==> config.mk <==
export PLATFORM = sky130hd
export DESIGN_NAME = keypad_scanner
export DESIGN_NICKNAME = d
export VERILOG_FILES = /design/src/rtl/keypad_pkg.sv /design/src/rtl/keypad_scanner_tick_sync.sv /design/src/rtl/keypad_scanner.sv
export SDC_FILE = /design/constraint.sdc
export NUM_CORES = 1
export LEC_CHECK = 0
export ABC_AREA = 1
export CORE_AREA = 3 3 68 70
export DETAILED_ROUTE_END_ITERATION = 7
export DIE_AREA = 0 0 71 73
export PLACE_DENSITY = 0.59
export SYNTH_ARGS = -nofsm -noshare
export SYNTH_HDL_FRONTEND = slang
export SYNTH_SLANG_ARGS = --single-unit
==> constraint.sdc <==
create_clock -name clk_in -period 1.9 [get_ports clk_in]
set_input_delay 0.19 -clock clk_in [delete_from_list [all_inputs] [get_ports clk_in]]
set_output_delay 0.19 -clock clk_in [all_outputs]
set_load 0.1 [all_outputs]
==> src/rtl/keypad_pkg.sv <==
`default_nettype none
// ============================================================================
//  Module   : keypad_pkg
//  Purpose  : Shared types and constants for the 4x4 keypad scanner.
//  Revision : 1.0  initial release
// ============================================================================
package keypad_pkg;

    typedef enum logic [1:0] {
        SCAN     = 2'd0,
        DEBOUNCE = 2'd1,
        HELD     = 2'd2,
        RELEASE  = 2'd3
    } scan_state_t;

    localparam int          NUM_ROWS  = 4;
    localparam int          NUM_COLS  = 4;
    localparam logic [3:0]  ROWS_IDLE = 4'b1111;

    // Lowest-index row that is pulled low; 0 when no row is low.
    function automatic logic [1:0] lowest_low(input logic [NUM_ROWS-1:0] rows_n);
        logic [1:0] idx;
        idx = 2'd0;
        for (int i = NUM_ROWS - 1; i >= 0; i--) begin
            if (!rows_n[i]) idx = 2'(i);
        end
        return idx;
    endfunction

endpackage
`default_nettype wire

==> src/rtl/keypad_scanner_tick_sync.sv <==
`default_nettype none
// ============================================================================
//  Module   : tick_sync
//  Purpose  : Two-flop synchroniser plus rising-edge detect, 1-cycle tick out.
//  Revision : 1.0  initial release
// ============================================================================
module tick_sync (
    input  logic clk,
    input  logic rst,
    input  logic i_async,
    output logic o_tick
);

    logic r_meta;
    logic r_sync;
    logic r_prev;

    always_ff @(posedge clk) begin
        if (rst) begin
            r_meta <= 1'b0;
            r_sync <= 1'b0;
            r_prev <= 1'b0;
        end else begin
            r_meta <= i_async;
            r_sync <= r_meta;
            r_prev <= r_sync;
        end
    end

    assign o_tick = r_sync & ~r_prev;

endmodule
`default_nettype wire

==> src/rtl/keypad_scanner.sv <==
`default_nettype none
// ============================================================================
//  Module   : keypad_scanner
//  Purpose  : 4x4 active-low keypad scan with press/release debounce.
//  Revision : 1.0  initial release
// ============================================================================
module keypad_scanner
    import keypad_pkg::*;
#(
    parameter int DEBOUNCE_TICKS = 4
) (
    input  logic                clk_in,
    input  logic                rst,
    input  logic                scan_clk,
    input  logic [NUM_ROWS-1:0] row_in,
    output logic [NUM_COLS-1:0] col_out,
    output logic [3:0]          key_code,
    output logic                key_valid,
    output logic                key_held
);

    localparam int            CW        = $clog2(DEBOUNCE_TICKS + 1);
    localparam logic [CW-1:0] c_cnt_max = CW'(DEBOUNCE_TICKS);
    localparam logic [CW-1:0] c_cnt_one = CW'(1);

    logic                w_tick;
    logic [NUM_ROWS-1:0] r_row_meta;
    logic [NUM_ROWS-1:0] r_row_sync;
    scan_state_t         r_state;
    logic [1:0]          r_col_idx;
    logic [1:0]          r_row_idx;
    logic [CW-1:0]       r_cnt;
    logic [3:0]          r_key_code;
    logic                r_key_valid;
    logic                r_key_held;

    logic                w_any_low;
    logic                w_row_low;
    logic [1:0]          w_first;
    logic [CW-1:0]       w_cnt_inc;

    tick_sync u_scan_tick (
        .clk     (clk_in),
        .rst     (rst),
        .i_async (scan_clk),
        .o_tick  (w_tick)
    );

    always_ff @(posedge clk_in) begin
        if (rst) begin
            r_row_meta <= ROWS_IDLE;
            r_row_sync <= ROWS_IDLE;
        end else begin
            r_row_meta <= row_in;
            r_row_sync <= r_row_meta;
        end
    end

    assign w_any_low = (r_row_sync != ROWS_IDLE);
    assign w_row_low = ~r_row_sync[r_row_idx];
    assign w_first   = lowest_low(r_row_sync);
    assign w_cnt_inc = (r_cnt == c_cnt_max) ? r_cnt : r_cnt + c_cnt_one;

    always_ff @(posedge clk_in) begin
        if (rst) begin
            r_state     <= SCAN;
            r_col_idx   <= 2'd0;
            r_row_idx   <= 2'd0;
            r_cnt       <= '0;
            r_key_code  <= 4'd0;
            r_key_valid <= 1'b0;
            r_key_held  <= 1'b0;
        end else begin
            r_key_valid <= 1'b0;
            if (w_tick) begin
                case (r_state)
                    SCAN: begin
                        if (!w_any_low) begin
                            r_col_idx <= r_col_idx + 2'd1;
                        end else begin
                            r_row_idx <= w_first;
                            // A single-tick debounce accepts on the detecting tick.
                            if (c_cnt_max == c_cnt_one) begin
                                r_key_code  <= {w_first, r_col_idx};
                                r_key_valid <= 1'b1;
                                r_key_held  <= 1'b1;
                                r_cnt       <= '0;
                                r_state     <= HELD;
                            end else begin
                                r_cnt   <= c_cnt_one;
                                r_state <= DEBOUNCE;
                            end
                        end
                    end
                    DEBOUNCE: begin
                        if (w_row_low) begin
                            if (w_cnt_inc == c_cnt_max) begin
                                r_key_code  <= {r_row_idx, r_col_idx};
                                r_key_valid <= 1'b1;
                                r_key_held  <= 1'b1;
                                r_cnt       <= '0;
                                r_state     <= HELD;
                            end else begin
                                r_cnt <= w_cnt_inc;
                            end
                        end else begin
                            r_cnt     <= '0;
                            r_col_idx <= r_col_idx + 2'd1;
                            r_state   <= SCAN;
                        end
                    end
                    HELD: begin
                        if (!w_row_low) begin
                            if (c_cnt_max == c_cnt_one) begin
                                r_key_held <= 1'b0;
                                r_cnt      <= '0;
                                r_col_idx  <= r_col_idx + 2'd1;
                                r_state    <= SCAN;
                            end else begin
                                r_cnt   <= c_cnt_one;
                                r_state <= RELEASE;
                            end
                        end
                    end
                    RELEASE: begin
                        if (!w_row_low) begin
                            if (w_cnt_inc == c_cnt_max) begin
                                r_key_held <= 1'b0;
                                r_cnt      <= '0;
                                r_col_idx  <= r_col_idx + 2'd1;
                                r_state    <= SCAN;
                            end else begin
                                r_cnt <= w_cnt_inc;
                            end
                        end else begin
                            r_cnt   <= '0;
                            r_state <= HELD;
                        end
                    end
                    default: r_state <= SCAN;
                endcase
            end
        end
    end

    assign col_out   = ~(4'b0001 << r_col_idx);
    assign key_code  = r_key_code;
    assign key_valid = r_key_valid;
    assign key_held  = r_key_held;

endmodule
`default_nettype wire

==> results.json, run 1 <==
{
  "synth_edf_count": 0,
  "cts_tree": "done",
  "rsz0062_at_grt": "false",
  "p_leak_nw": 0.678,
  "syn2layout_area_growth_pct": 24.8,
  "ctsResizeCount": 0,
  "drt-initial-drc-count": 45,
  "hpwl_um": 1650,
  "drive_gt1_frac": 0.190,
  "synthesis.nets": 178,
  "grt_overflow": 0,
  "first_global_vias": 850,
  "yosysTopAreaCell": "dfxtp_1",
  "clock_latency_ns": 0.26,
  "tightest_slew_ns": 0.422,
  "fin_crit_sh": 0.815,
  "syn_area_um2": 1220,
  "rows": 23,
  "min_period_ns": 1.55,
  "tns_ns": 0,
  "root_buffer": "clkbuf_8",
  "cp_data_required_time_ns": 2.06,
  "syn_inst": 165,
  "synth.distinct_cells": 19,
  "via_count": 981,
  "status": "finished, final reports clean",
  "cp-end-kind": "register",
  "yosysWarnings": 0,
  "skew_ns": 0.00329,
  "ir_drop_mv": 0.359,
  "p_per_area_nw_per_um2": 680,
  "core_um2": 4030,
  "grt_usage": 0.0897,
  "synthArstFlopShare": 0,
  "clk_pin_slew_ns": 0.08,
  "wirelength_um": 2110,
  "ant_nets": 0,
  "boundaryPins": 17,
  "grt_max_degree": 16,
  "syn_area_per_cell_um2": 7.39,
  "dr.pass1.iters": 4,
  "yosys.area.top_type_share": 0.427,
  "total_power_mw": 1.04,
  "fmax_ghz": 0.646,
  "routabilityCongestion": 0.829,
  "fin_util": 0.378,
  "cts_buffers": 3,
  "seq_area_um2": 520,
  "ys.flop_type": "dfxtp_1",
  "nFillCells": 427,
  "die_h_um": 73,
  "cp-start-kind": "register",
  "maxSlewViolCount": 0,
  "initial_utilization": 0.303,
  "criticalPathCategory": "reg -> reg",
  "htreeDepth": 1,
  "relSlewSlack": 0.718,
  "yosysSeqAreaShare": 0.427,
  "hold_violations": 0,
  "multi_input_area_um2": 587,
  "ctsHoldBuffers": 0,
  "dieArea_um2": 5180,
  "cap_violations": 0,
  "die_x_um": 71,
  "ys_seq_elements": 26,
  "num-nets-final": 198,
  "grt_antenna_before_repair": 0,
  "cts_setup_buffers": 0,
  "avgViaCountPerCell": 4.19,
  "critical_path_arrival_ns": 1.71,
  "clock_sinks": 26,
  "ys_top_cells_by_area": "dfxtp_1, nand2_1, inv_1, ha_1, nor2_1",
  "drcViolationCount": 0,
  "setup_violations": 0,
  "grt_pass1_wl_um": 3750,
  "hp-class": "reg -> reg",
  "cts_buffer_depth": 2,
  "wire_per_inst_um": 9.03,
  "insertedDiodeCount": 0,
  "io_buffer_count": 16,
  "cp_max_fo": 5
}
[cell usage in the layout (no fill, tap or decap)]
| master | Yosys | final |
|---|---|---|
| inv_1 | 26 | 26 |
| dfxtp_1 | 26 | 26 |
| nand2_4 | 3 | 3 |
| nand4_1 | 4 | 4 |
| a311oi_1 | 1 | 1 |
| nor2_1 | 18 | 18 |
| nand2_1 | 36 | 36 |
| a21oi_1 | 11 | 11 |
| buf_4 | 0 | 7 |
| o21ai_0 | 3 | 3 |
| nor2_2 | 2 | 2 |
| nand3_1 | 10 | 10 |
| or2_2 | 8 | 8 |
| clkdlybuf4s50_1 | 0 | 6 |
| clkbuf_8 | 0 | 4 |
| buf_12 | 0 | 4 |
| nand3b_1 | 1 | 1 |
| nand2_2 | 1 | 1 |
| ha_1 | 6 | 6 |
| inv_2 | 2 | 2 |
| o21ai_1 | 1 | 1 |
| nand3_2 | 4 | 4 |
[power by group]
group	internal, mW	total [mW]	switching, mW
sequential	0.560	0.569	0.00975
combinational	0.0482	0.123	0.0747
clock	0.185	0.343	0.159
[cell usage after synthesis (3+ instances only)]
master   count
dfxtp_1     26
nand3_2      4
nand3_1     10
nand4_1      4
nand2_4      3
or2_2        8
o21ai_0      3
ha_1         6
a21oi_1     11
inv_1       26
nor2_1      18
nand2_1     36
[worst max-delay path, cell delays in order, from the launching register on]
cell     delay, ns
dfxtp_1       0.39
inv_1         0.07
ha_1          0.20
nand2_1       0.08
nand2_1       0.06
nand2_1       0.10
nand3_2       0.12
inv_2         0.11
nand3_1       0.15
nand2_1       0.10
a21oi_1       0.06
[per-stage QoR]
| step | setup slack (ns) | hold WS (ns) | cell area, um2 | cells |
|---|---|---|---|---|
| floorplan | 0.494 | 0.294 | 1220 | 165 |
| global placement | 0.362 | 0.390 | 1470 | 230 |
| detailed placement | 0.353 | 0.395 | 1470 | 230 |
| CTS | 0.334 | 0.408 | 1520 | 234 |
| global route | 0.151 | 0.429 | 1520 | 234 |
| finish | 0.351 | 0.404 | 1520 | 234 |
[final cells by class]
class,instances,share of cell area
clock buffer,4,0.0362
inverter,28,0.0690
multi-input combinational,109,0.385
sequential,26,0.342
tap,50,0.0411
timing repair buffer,17,0.127
[final timing paths]
kind	end	cells after the start	startpoint	slack (ns)
max	key_code[3]	10	r_cnt[0]	0.35
min	u_scan_tick.r_sync	2	u_scan_tick.r_meta	0.40
max reg2reg	key_code[3]	10	r_cnt[0]	0.35
min reg2reg	u_scan_tick.r_sync	2	u_scan_tick.r_meta	0.40
[logic make-up after synthesis]
logic type               count (synthesis)  share of synthesized area
buffers and inverters                   30                     0.0923
flip-flops                              26                      0.427
AND/OR/NAND/NOR                         87                      0.351
AO/OA/AOI/OAI                           16                     0.0687
adder cells (fa/ha/maj)                  6                     0.0615
[registers in the layout, indices dropped and copies added, names as in the netlist, 2 cells and up, named ones only]
name / cells
r_row_meta: 4
r_col_idx: 2
r_row_idx: 2
r_cnt: 3
key_code: 4
r_row_sync: 4
[per-layer routing]
layer / global-route usage / routed length [um]
met5: 0 / 0
met4: 0.0251 / 12
met3: 0.0331 / 132
met2: 0.132 / 879
met1: 0.123 / 1090
(Power assumes the default switching activity.)
==> run 2: changes to the inputs <==
Settings changed: PLACE_DENSITY 0.59 to 0.61.
Clock period 1.9 ns to 1.4 ns, I/O delays scaled along.
==> run 2 against run 1 <==
Sequential cell count unchanged. Global-route usage decreased by 0.10 points. Highest routed layer unchanged. Clock skew decreased by 0.0013 ns. Sequential power increased by 36%. Clock-buffer cell count unchanged. Via count increased by 6.5%. Largest power group unchanged. Final area increased by 15%.
==> results.json, run 2 (same netlist as run 1, synthesis figures left out) <==
{
  "status": "finished, final reports clean",
  "maxSlewViolCount": 0,
  "drive_gt1_frac": 0.349,
  "htreeDepth": 1,
  "rows": 23,
  "pwr-share-comb": 0.131,
  "die_h_um": 73,
  "ctsHoldBuffers": 0,
  "num-nets-final": 203,
  "p_leak_nw": 0.731,
  "whs_ns": 0.382,
  "fin_ws_ns": 0.0329,
  "dieArea_um2": 5180,
  "cp-start-kind": "register",
  "skew_ns": 0.00202,
  "drcViolationCount": 0,
  "cp_max_fo": 4,
  "hp-start": "scan_clk",
  "dr.pass1.iters": 4,
  "cts_tree": "done",
  "io_buffer_count": 16,
  "tns_ns": 0,
  "wire_per_inst_um": 8.99,
  "cpMostUsedCell": "inv_1",
  "rsz0062_at_grt": "true",
  "ant_nets": 0,
  "crit_path_max_incr_delay_ns": 0.38,
  "total_power_mw": 1.44,
  "min_period_ns": 1.37,
  "switching_share": 0.242,
  "p_seq_frac": 0.538,
  "layout_commonest_cell": "nand2_1",
  "internal_power_mw": 1.09,
  "grt_antenna_before_repair": 0,
  "drt-initial-drc-count": 34,
  "p_sw_mw": 0.348,
  "hpwl_um": 1620,
  "final_cell_mix": "nand2_1, inv_1, dfxtp_1",
  "pre_cts_slack_ns": -0.0472,
  "via_count": 1045,
  "insertedDiodeCount": 0,
  "cap_violations": 0,
  "ir_drop_mv": 0.529,
  "r2r_start": "r_cnt[0]",
  "cts_buffer_depth": 2,
  "syn2layout_area_growth_pct": 43.2,
  "critical_path_arrival_ns": 1.23,
  "crit_path_cell_trace": "inv_1 -> ha_1 -> inv_1 -> buf_12",
  "fin_crit_sh": 0.977,
  "p_per_area_nw_per_um2": 823,
  "die_x_um": 71,
  "clock_latency_ns": 0.27,
  "clockPowerShare": 0.331,
  "setup_violations": 0,
  "tightest_slew_ns": 0.248,
  "hp-class": "in -> reg",
  "clk_pin_slew_ns": 0.08,
  "cp-startpoint": "r_col_idx[0]",
  "cts_buffers": 3,
  "relSlewSlack": 0.834,
  "criticalPathCategory": "reg -> out",
  "cp-end-kind": "primary output",
  "wirelength_um": 2150,
  "boundaryPins": 17,
  "root_buffer": "clkbuf_8",
  "clock_sinks": 26,
  "grt_overflow": 0,
  "cp_slowest_cell": "dfxtp_1",
  "routabilityCongestion": 0.835,
  "fmax_ghz": 0.731,
  "grt_pass1_wl_um": 3750,
  "initial_utilization": 0.303,
  "grt_max_degree": 15,
  "first_global_vias": 928,
  "avgViaCountPerCell": 4.37,
  "grt_usage": 0.0887,
  "cp_data_required_time_ns": 1.26,
  "hold_violations": 0,
  "core_um2": 4030,
  "nFillCells": 408
}
==> run 2: cell types whose count changed in the layout (fill, tap and decap cells not counted), moves of 3 or more <==
cell,before,now
a21oi_1,11,8
nor2_2,2,5
buf_12,4,10
nand2_1,36,27
nand2_2,1,8
nor2_1,18,15
nand3_4,0,3
dfxtp_1,26,22
dfxtp_2,0,4
a21oi_2,0,3
nand3_1,10,7
==> run 2: layout make-up <==
type / instances / area (um2) / share of cell area
multi-input cells: 109 / 691 / 0.395
flip-flops and latches: 26 / 526 / 0.301
repair buffers: 22 / 305 / 0.175
inverters: 28 / 108 / 0.0616
well taps: 50 / 62.6 / 0.0358
clock buffers: 4 / 55.1 / 0.0315
==> run 2: metrics by stage <==
stage                     instance area, um2   util  instances
final                                   1750  0.434        239
after global routing                    1750  0.434        239
after CTS                               1640  0.407        238
after detailed placement                1580  0.392        234
after global placement                  1580  0.392        234
after floorplan                         1220      -        165
==> run 2: power groups by stage <==
stage | Combinational, mW | Sequential, mW | Clock, mW
3_5_place_dp | 0.176 | 0.790 | 0
2_1_floorplan | 0.114 | 0.787 | 0
6_report | 0.188 | 0.773 | 0.476
5_1_grt | 0.206 | 0.776 | 0.530
4_1_cts | 0.176 | 0.773 | 0.493
3_3_place_gp | 0.173 | 0.790 | 0
==> run 2: repair_timing <==
| action | in CTS | in global routing |
|---|---|---|
| pin swaps | 2 | 6 |
| setup buffers | 0 | 1 |
| endpoints found under the setup margin | 8 | 16 |
| resized for setup | 4 | 28 |
==> run 2: path summary, 6_finish.rpt <==
| kind | end | slack, ns | cells past startpoint |
|---|---|---|---|
| max | col_out[0] | 0.03 | 4 |
| min | u_scan_tick.r_meta | 0.38 | 3 |
| max reg2reg | r_col_idx[0] | 0.06 | 11 |
| min reg2reg | u_scan_tick.r_sync | 0.40 | 2 |
==> run 2: critical path, delay by kind of cell, from the launching register on <==
family,cells,cell delay (ns)
adders and majority gates,1,0.20
buffers and inverters,3,0.38
DFF,1,0.38
==> run 2: layer usage <==
layer / GRT usage / vias to the layer above / routed length, um
li1: - / 564 / -
met1: 0.108 / 454 / 1040
met2: 0.150 / 20 / 955
met3: 0.0331 / 7 / 113
met4: 0.0188 / 0 / 44
met5: 0 / - / 0
==> run 3: changes to the inputs <==
Settings changed: PLACE_DENSITY 0.61 to 0.5.
==> run 3 against run 2 <==
Utilization increased by 1.3 points. Sequential power about the same. Critical path depth increased by 7. Highest routed layer unchanged.
==> results.json, run 3 (same netlist as run 1, synthesis figures left out) <==
{
  "status": "finished, final reports clean",
  "layout_commonest_cell": "nand2_1",
  "grt_max_degree": 18,
  "p_seq_frac": 0.484,
  "wire_per_inst_um": 9.90,
  "num-nets-final": 208,
  "hp-start": "scan_clk",
  "via_count": 1074,
  "hold_violations": 0,
  "cap_violations": 0,
  "rsz0062_at_grt": "true",
  "hold-path-endpoint": "u_scan_tick.r_meta",
  "skew_ns": 0.00419,
  "fin_ws_ns": 0.0570,
  "fmax_ghz": 0.745,
  "whs_ns": 0.376,
  "grt_usage": 0.0961,
  "hpwl_um": 1800,
  "final_design_area_no_fill_um2": 1800,
  "pwr-share-comb": 0.130,
  "p_sw_mw": 0.365,
  "syn2layout_area_growth_pct": 47.6,
  "clock_sinks": 26,
  "total_power_mw": 1.60,
  "cts_buffer_depth": 2,
  "maxSlewViolCount": 0,
  "boundaryPins": 17,
  "grt_antenna_before_repair": 0,
  "dr.pass1.iters": 4,
  "core_um2": 4030,
  "min_period_ns": 1.34,
  "avgViaCountPerCell": 4.40,
  "r2r_start": "r_cnt[0]",
  "p_per_area_nw_per_um2": 887,
  "clock_latency_ns": 0.27,
  "cts_buffers": 3,
  "grt_pass1_wl_um": 4020,
  "clk_pin_slew_ns": 0.09,
  "grt_overflow": 0,
  "htreeDepth": 1,
  "clockPowerShare": 0.387,
  "cp-end-kind": "register",
  "hold_path_depth": 3,
  "drive_gt1_frac": 0.330,
  "die_x_um": 71,
  "dieArea_um2": 5180,
  "ir_drop_mv": 0.493,
  "drcViolationCount": 0,
  "r2r_cells": 11,
  "drt-initial-drc-count": 27,
  "cp-start-kind": "register",
  "root_buffer": "clkbuf_8",
  "routabilityCongestion": 0.870,
  "r2r_slack_ns": 0.06,
  "initial_utilization": 0.303,
  "critical_path_arrival_ns": 1.55,
  "cp_data_required_time_ns": 1.61,
  "die_h_um": 73,
  "first_global_vias": 991,
  "cp_max_fo": 4,
  "ant_nets": 0,
  "place_area_um2": 1580,
  "io_buffer_count": 16,
  "insertedDiodeCount": 0,
  "tightest_slew_ns": 0.264,
  "p_leak_nw": 0.774,
  "criticalPathCategory": "reg -> reg",
  "hp-class": "in -> reg",
  "internal_power_mw": 1.23,
  "pre_cts_slack_ns": -0.111,
  "final_cell_mix": "nand2_1, inv_1, dfxtp_1",
  "switching_share": 0.229,
  "wirelength_um": 2420,
  "rows": 23,
  "setup_violations": 0,
  "relSlewSlack": 0.824,
  "cts_tree": "done",
  "r2r_end": "r_col_idx[0]",
  "ctsHoldBuffers": 0,
  "fin_crit_sh": 0.959
}
run 3: changes by cell type in the layout (fill, tap and decap cells not counted), sizes merged:
cell / before / now
bufinv: 0 / 1
clkbuf: 4 / 3
buf: 16 / 21
run 3: how the worst max path moves through the flow:
stage	startpoint	end	slack [ns]	depth (start not counted)
after floorplan	r_cnt[0]	key_code[0]	0.03	10
after global placement	r_cnt[0]	key_code[1]	-0.009	10
after detailed placement	r_cnt[0]	key_code[1]	-0.11	10
after CTS	r_col_idx[0]	col_out[2]	0.0005	4
after global routing	r_cnt[0]	r_col_idx[0]	-0.05	11
final	r_cnt[0]	r_col_idx[0]	0.06	11
run 3: repair_timing:
item                                    CTS  global route
gates resized for setup                   9            19
setup buffers                             1             7
endpoints found under the setup margin   10            16
pin swaps                                 3             9
run 3: through the flow:
step,cells,util,TNS (ns)
finish,244,0.447,0
global placement,232,0.391,-0.0355
global route,244,0.447,-0.110
floorplan,165,-,0
detailed placement,232,0.391,-0.742
CTS,237,0.418,0
run 3: power groups by stage:
| stage | sequential, mW | clock [mW] | combinational, mW |
|---|---|---|---|
| global placement | 0.789 | 0 | 0.177 |
| detailed placement | 0.791 | 0 | 0.181 |
| floorplan | 0.787 | 0 | 0.114 |
| global route | 0.775 | 0.660 | 0.226 |
| finish | 0.773 | 0.618 | 0.207 |
| CTS | 0.773 | 0.630 | 0.185 |
run 3: worst max-delay path, stage by stage (launching register included):
cell and delay, ns:
dfxtp_2 0.36, inv_2 0.05, ha_4 0.17, nand2_4 0.08, nand2_4 0.06, nand2_4 0.08, nand3_4 0.10, nand2_2 0.10
nand3_4 0.08, nand2_2 0.07, nand2_1 0.04, nor2_1 0.09
run 3: routing by layer:
metal	part of all wire	GRT usage	vias up	wire length [um]
li1	-	-	572	-
met1	0.44	0.104	478	1050
met2	0.50	0.175	19	1200
met3	0.046	0.0248	5	111
met4	0.020	0.0438	0	48
met5	0	0	-	0
run 3: layout make-up:
type	instances	area (um2)
clock buffer	3	41.3
clock inverter	1	30.0
fill	404	2230
inverter	28	108
multi-input combinational	109	671
sequential	26	529
tap	50	62.6
timing repair buffer	27	359
